$ cat config.mk
export PLATFORM = sky130hd
export DESIGN_NAME = led_shift_pattern
export DESIGN_NICKNAME = d
export VERILOG_FILES = /design/src/rtl/led_shift_pattern.sv
export SDC_FILE = /design/constraint.sdc
export NUM_CORES = 1
export LEC_CHECK = 0
export CAP_MARGIN = 30
export CORE_AREA = 2 2 46 90
export DETAILED_ROUTE_END_ITERATION = 10
export DIE_AREA = 0 0 48 92
export PLACE_DENSITY_LB_ADDON = 0.2
export RECOVER_POWER = 50
export SLEW_MARGIN = 20
export SYNTH_ARGS = -nofsm -noshare
export SYNTH_HDL_FRONTEND = slang
export SYNTH_SLANG_ARGS = --single-unit
$ cat constraint.sdc
create_clock -name clk -period 2.45 [get_ports clk]
set_input_delay 0.245 -clock clk [delete_from_list [all_inputs] [get_ports clk]]
set_output_delay 0.245 -clock clk [all_outputs]
set_load 0.05 [all_outputs]
$ cat src/rtl/led_shift_pattern.sv
// led_shift_pattern
//   LED pattern engine running entirely in the clk domain. A prescaler
//   produces a one-cycle tick enable every DIV = CLK_HZ/TICK_HZ cycles.
//   A divide-by-PERIOD phase generator produces `pattern` (high in phase 0).
//   A WIDTH-bit shift register either shifts `pattern` in or rotates its own
//   contents once per tick, in either direction.
//
// Ports
//   clk         in   system clock, rising edge
//   reset_n     in   asynchronous active-low reset (cnt, phase, q cleared)
//   restart     in   synchronous restart of prescaler and phase generator
//   pause       in   freezes phase and shift; prescaler keeps running
//   dir         in   0: shift toward MSB, 1: shift toward LSB
//   mode        in   0: shift in `pattern`, 1: rotate
//   load        in   parallel load strobe, highest priority on q
//   load_value  in   [WIDTH-1:0] value loaded into q
//   q           out  [WIDTH-1:0] LED vector, q[0] is the LED0 end
//   pattern     out  phase generator output, high while phase == 0
//   tick_o      out  one-cycle tick pulse (cnt == DIV-1)
module led_shift_pattern #(
  parameter int unsigned CLK_HZ  = 100_000_000,
  parameter int unsigned TICK_HZ = 1,
  parameter int unsigned WIDTH   = 5,
  parameter int unsigned PERIOD  = 4
) (
  input  logic             clk,
  input  logic             reset_n,
  input  logic             restart,
  input  logic             pause,
  input  logic             dir,
  input  logic             mode,
  input  logic             load,
  input  logic [WIDTH-1:0] load_value,
  output logic [WIDTH-1:0] q,
  output logic             pattern,
  output logic             tick_o
);

  localparam int unsigned DIV = CLK_HZ / TICK_HZ;
  localparam int unsigned CW  = (DIV > 1) ? $clog2(DIV) : 1;
  localparam int unsigned PW  = (PERIOD > 1) ? $clog2(PERIOD) : 1;

  localparam logic [CW-1:0] CNT_MAX = CW'(DIV - 1);
  localparam logic [PW-1:0] PH_MAX  = PW'(PERIOD - 1);

  logic [CW-1:0]    cnt_q, cnt_d;
  logic [PW-1:0]    phase_q, phase_d;
  logic [WIDTH-1:0] q_q, q_d;
  logic             tick;
  logic             adv;
  logic             pat;

  assign tick = (cnt_q == CNT_MAX);
  // restart and pause both block the advance; the tick itself stays visible.
  assign adv  = tick & ~restart & ~pause;
  assign pat  = (phase_q == '0);

  // Prescaler: free-running, only restart or wrap clears it.
  always_comb begin
    cnt_d = cnt_q + CW'(1);
    if (restart || tick) begin
      cnt_d = '0;
    end
  end

  // Phase generator S0..S(PERIOD-1).
  always_comb begin
    phase_d = phase_q;
    if (restart) begin
      phase_d = '0;
    end else if (adv) begin
      phase_d = (phase_q == PH_MAX) ? '0 : phase_q + PW'(1);
    end
  end

  // Shift register: load beats advance; the bit shifted in is the
  // pre-edge pattern.
  always_comb begin
    q_d = q_q;
    if (load) begin
      q_d = load_value;
    end else if (adv) begin
      unique case ({mode, dir})
        2'b00:   q_d = {q_q[WIDTH-2:0], pat};
        2'b01:   q_d = {pat, q_q[WIDTH-1:1]};
        2'b10:   q_d = {q_q[WIDTH-2:0], q_q[WIDTH-1]};
        default: q_d = {q_q[0], q_q[WIDTH-1:1]};
      endcase
    end
  end

  always_ff @(posedge clk or negedge reset_n) begin
    if (!reset_n) begin
      cnt_q   <= '0;
      phase_q <= '0;
      q_q     <= '0;
    end else begin
      cnt_q   <= cnt_d;
      phase_q <= phase_d;
      q_q     <= q_d;
    end
  end

  assign q       = q_q;
  assign pattern = pat;
  assign tick_o  = tick;

endmodule

==> run_results.csv <==
group,metric,value,unit
yosys,synth_top_cell_by_area,"dfrtp_1",
yosys,synth_seq_cells,34,
yosys,synth_top_family_by_area,"simple AND/OR/NAND/NOR gates",
yosys,synth_nets,235,
final_layout,seqCellArea,850.8,µm²
drt,vias_per_cell,6.176,
yosys,synth_cells,220,
timing,slew_violations,0,
setup_path,worst-path-stages,5,
power_and_ir_drop,power.density,493.6,nW/µm²
drt,first_iter_violations,111,
timing,fin_crit,2236,ps
setup_path,critPathRequiredTime,2660,ps
yosys,synthXorXnorAreaFrac,4.334,%
yosys,synthMuxAreaShare,6.068,%
final_layout,nFillCells,351,
cts,cts_setup_buffers,0,
yosys,synth_compound_area_share,12.63,%
floorplan,io_pins,19,
setup_path,crit_fanout,8,
place,globalplace.congestion,0.9199,
floorplan,start_util,53.13,%
timing,report.final.hold_viol_count,0,
timing,setup_violations,0,
final_layout,multi_input_area,1091,µm²
setup_path,path_buf_inv,0,
timing,fmax,447.2,MHz
yosys,synth_cell_types,39,
place,numPortBuffers,18,
global_routing,grt_pass1_wl,7.997,mm
drt,postRouteAntennaNets,0,
yosys,postSynthAreaPerCell,9.185,µm²
yosys,synth_top_flop_cell,"dfrtp_1",
setup_path,cp_top_family,"simple AND/OR/NAND/NOR gates",
setup_path,crit_path_frequent_cell,"or4_1",
place,hpwlAfterDp,3.657,mm
yosys,synth_top_cell_area_share,42.11,%
timing,max_slew_margin,42.48,%
yosys,synthSimpleGateAreaFrac,29.10,%
timing,tns,0,ps
yosys,ys_async_sr_fraction,100.0,%
setup_path,cp-start-kind,"register",
timing,skew,4.289,ps
floorplan,num_rows,32,
cts,h-tree-depth,2,
outcome,status,"complete, no violations",
floorplan,core_area,3804,µm²
final_layout,drive_gt1_share,9.623,%
cts,cts_max_path_buffers,2,
global_routing,gr-total-overflow,0,
setup_path,cp_data_arrival_time,2450,ps
setup_path,r2r_cells,5,
setup_path,cp_cell_sequence,"ha_1 -> nand4_4 -> or4_1 -> or4_1 -> a21oi_1",
cts,ctsHoldBuffers,0,
yosys,synthAdderAreaFrac,1.858,%
floorplan,die_width,48,µm
cts,cts_resized,0,
yosys,yosysMostFrequentCell,"dfrtp_1",
drt,drcViolationCount,0,
yosys,synth-edff-count,0,
cts,cts_num_sinks,34,
final_layout,syn_to_final_growth,16.78,%
final_layout,fin_nets,253,
yosys,yosys-top-cells-count,"dfrtp_1 (34), nand2_1 (18), nor2_1 (18)",
job,drv_cap,0,
cts,clock_insertion_delay_worst_skew,290,ps
power_and_ir_drop,ir_drop,492.7,µV
cts,cts_tree,"built",
setup_path,end_kind,"register",
global_routing,grt_max_degree,35,
setup_path,critPathMaxStageDelay,670,ps
setup_path,critPathSlowestCell,"or4_1",
global_routing,track_usage,25.59,%
worst_hold_path,hold_depth,1,
yosys,netlist_area,2021,µm²
floorplan,die_area,4416,µm²
drt,firstDrtPassIters,4,
cts,clkTransAtPathRegs,70,ps
yosys,synth_area_leaders,"dfrtp_1 (42%), mux2i_1 (5.0%), or4_1 (4.5%)",
drt,wl_per_cell,17.33,µm
global_routing,antenna_found_initial,0,
timing,worst_pin_slew,862.7,ps
yosys,yosysWarnings,0,
cts,root_buffer,"clkbuf_8",
yosys,ys_seq_area_share,42.11,%
floorplan,die_h,92,µm
power_and_ir_drop,p_total,1.165,mW
timing,grt_setup_unrepaired,"no",
final_layout,diodes,0,
timing,period_share,91.27,%
worst_hold_path,hp-class,"reg -> reg",
global_routing,grt_pass1_vias,1721,
drt,wl,5.025,mm
setup_path,worstSetupPathType,"reg -> reg",
drt,routed-via-count,1791,
power_and_ir_drop,leakagePower,0.9238,nW
cts,cts_buffers,5,
## per-stage QoR
step	cells	cell area [µm²]	worst slack (ps)	utilization, %	hold slack [ps]
global route	290	2360	72.62	62.04	508.2
floorplan	220	2021	376.2	-	-50.59
global placement	282	2271	261.6	59.70	463.4
CTS	290	2362	204.7	62.11	384.2
detailed placement	282	2271	219.8	59.70	476.5
finish	290	2360	213.8	62.04	482.9
## layout by cell type (no fill, tap or decap), types with 2 or more instances in the layout
master,synthesis,final
a21oi_1,13,13
a31oi_1,5,5
and4_1,3,3
buf_4,0,6
clkbuf_8,0,6
clkdlybuf4s50_1,0,16
dfrtp_1,34,34
ha_1,3,3
inv_1,6,6
mux2_2,2,2
mux2i_1,10,10
nand2_1,18,18
nand2b_1,3,3
nand3_1,11,11
nand4_1,7,7
nand4_4,2,2
nor2_1,18,18
nor3_1,3,3
nor4_1,9,9
nor4b_1,3,3
o21ai_0,7,7
o31ai_1,10,10
or3_1,4,4
or4_1,12,12
xnor2_1,6,6
xor2_1,4,4
## flip-flops by register name, summed over array words and instances (netlist names)
| signal | flops |
|---|---|
| q | 5 |
| phase_q | 2 |
| cnt_q | 27 |
## worst register-to-register path, stage by stage, from the launching register on
cell and delay (ps):
dfrtp_1 390, ha_1 280, nand4_4 170, or4_1 670, or4_1 520, a21oi_1 150
## final timing paths
| path | endpoint | slack, ps | from |
|---|---|---|---|
| max | cnt_q[26] | 210 | cnt_q[0] |
| min in group asynchronous | phase_q[0] | 600 | reset_n |
| max in group asynchronous | cnt_q[23] | 1300 | reset_n |
| min reg2reg | cnt_q[0] | 480 | cnt_q[0] |
| min | cnt_q[0] | 480 | cnt_q[0] |
| max reg2reg | cnt_q[26] | 210 | cnt_q[0] |
## routing by layer
metal	up-vias	GRT usage (%)	share of wire, %
met5	-	0	0
met4	0	11.26	2.2
met3	8	3.150	3.5
met2	58	46.33	57
met1	866	26.57	37
li1	859	-	-
## power breakdown
group	switching (mW)	total [mW]	internal (mW)
Combinational	0.0782	0.134	0.0558
Clock	0.207	0.434	0.227
Sequential	0.0214	0.597	0.576
Total	0.307	1.16	0.858
## kinds of logic after synthesis
logic type	after synthesis
simple gates	100
compound gates	41
flops	34
buf+inv	20
mux	12
xor+xnor	10
fa+ha+maj	3
## cell type report
class	instances	share of cell area, %
flip-flops and latches	34	36.06
repair buffers	25	10.18
clock buffers	7	3.659
well taps	51	2.704
multi-input cells	166	46.24
inverters	6	0.9544
clock inverters	1	0.2121
(Power assumes the default switching activity.)
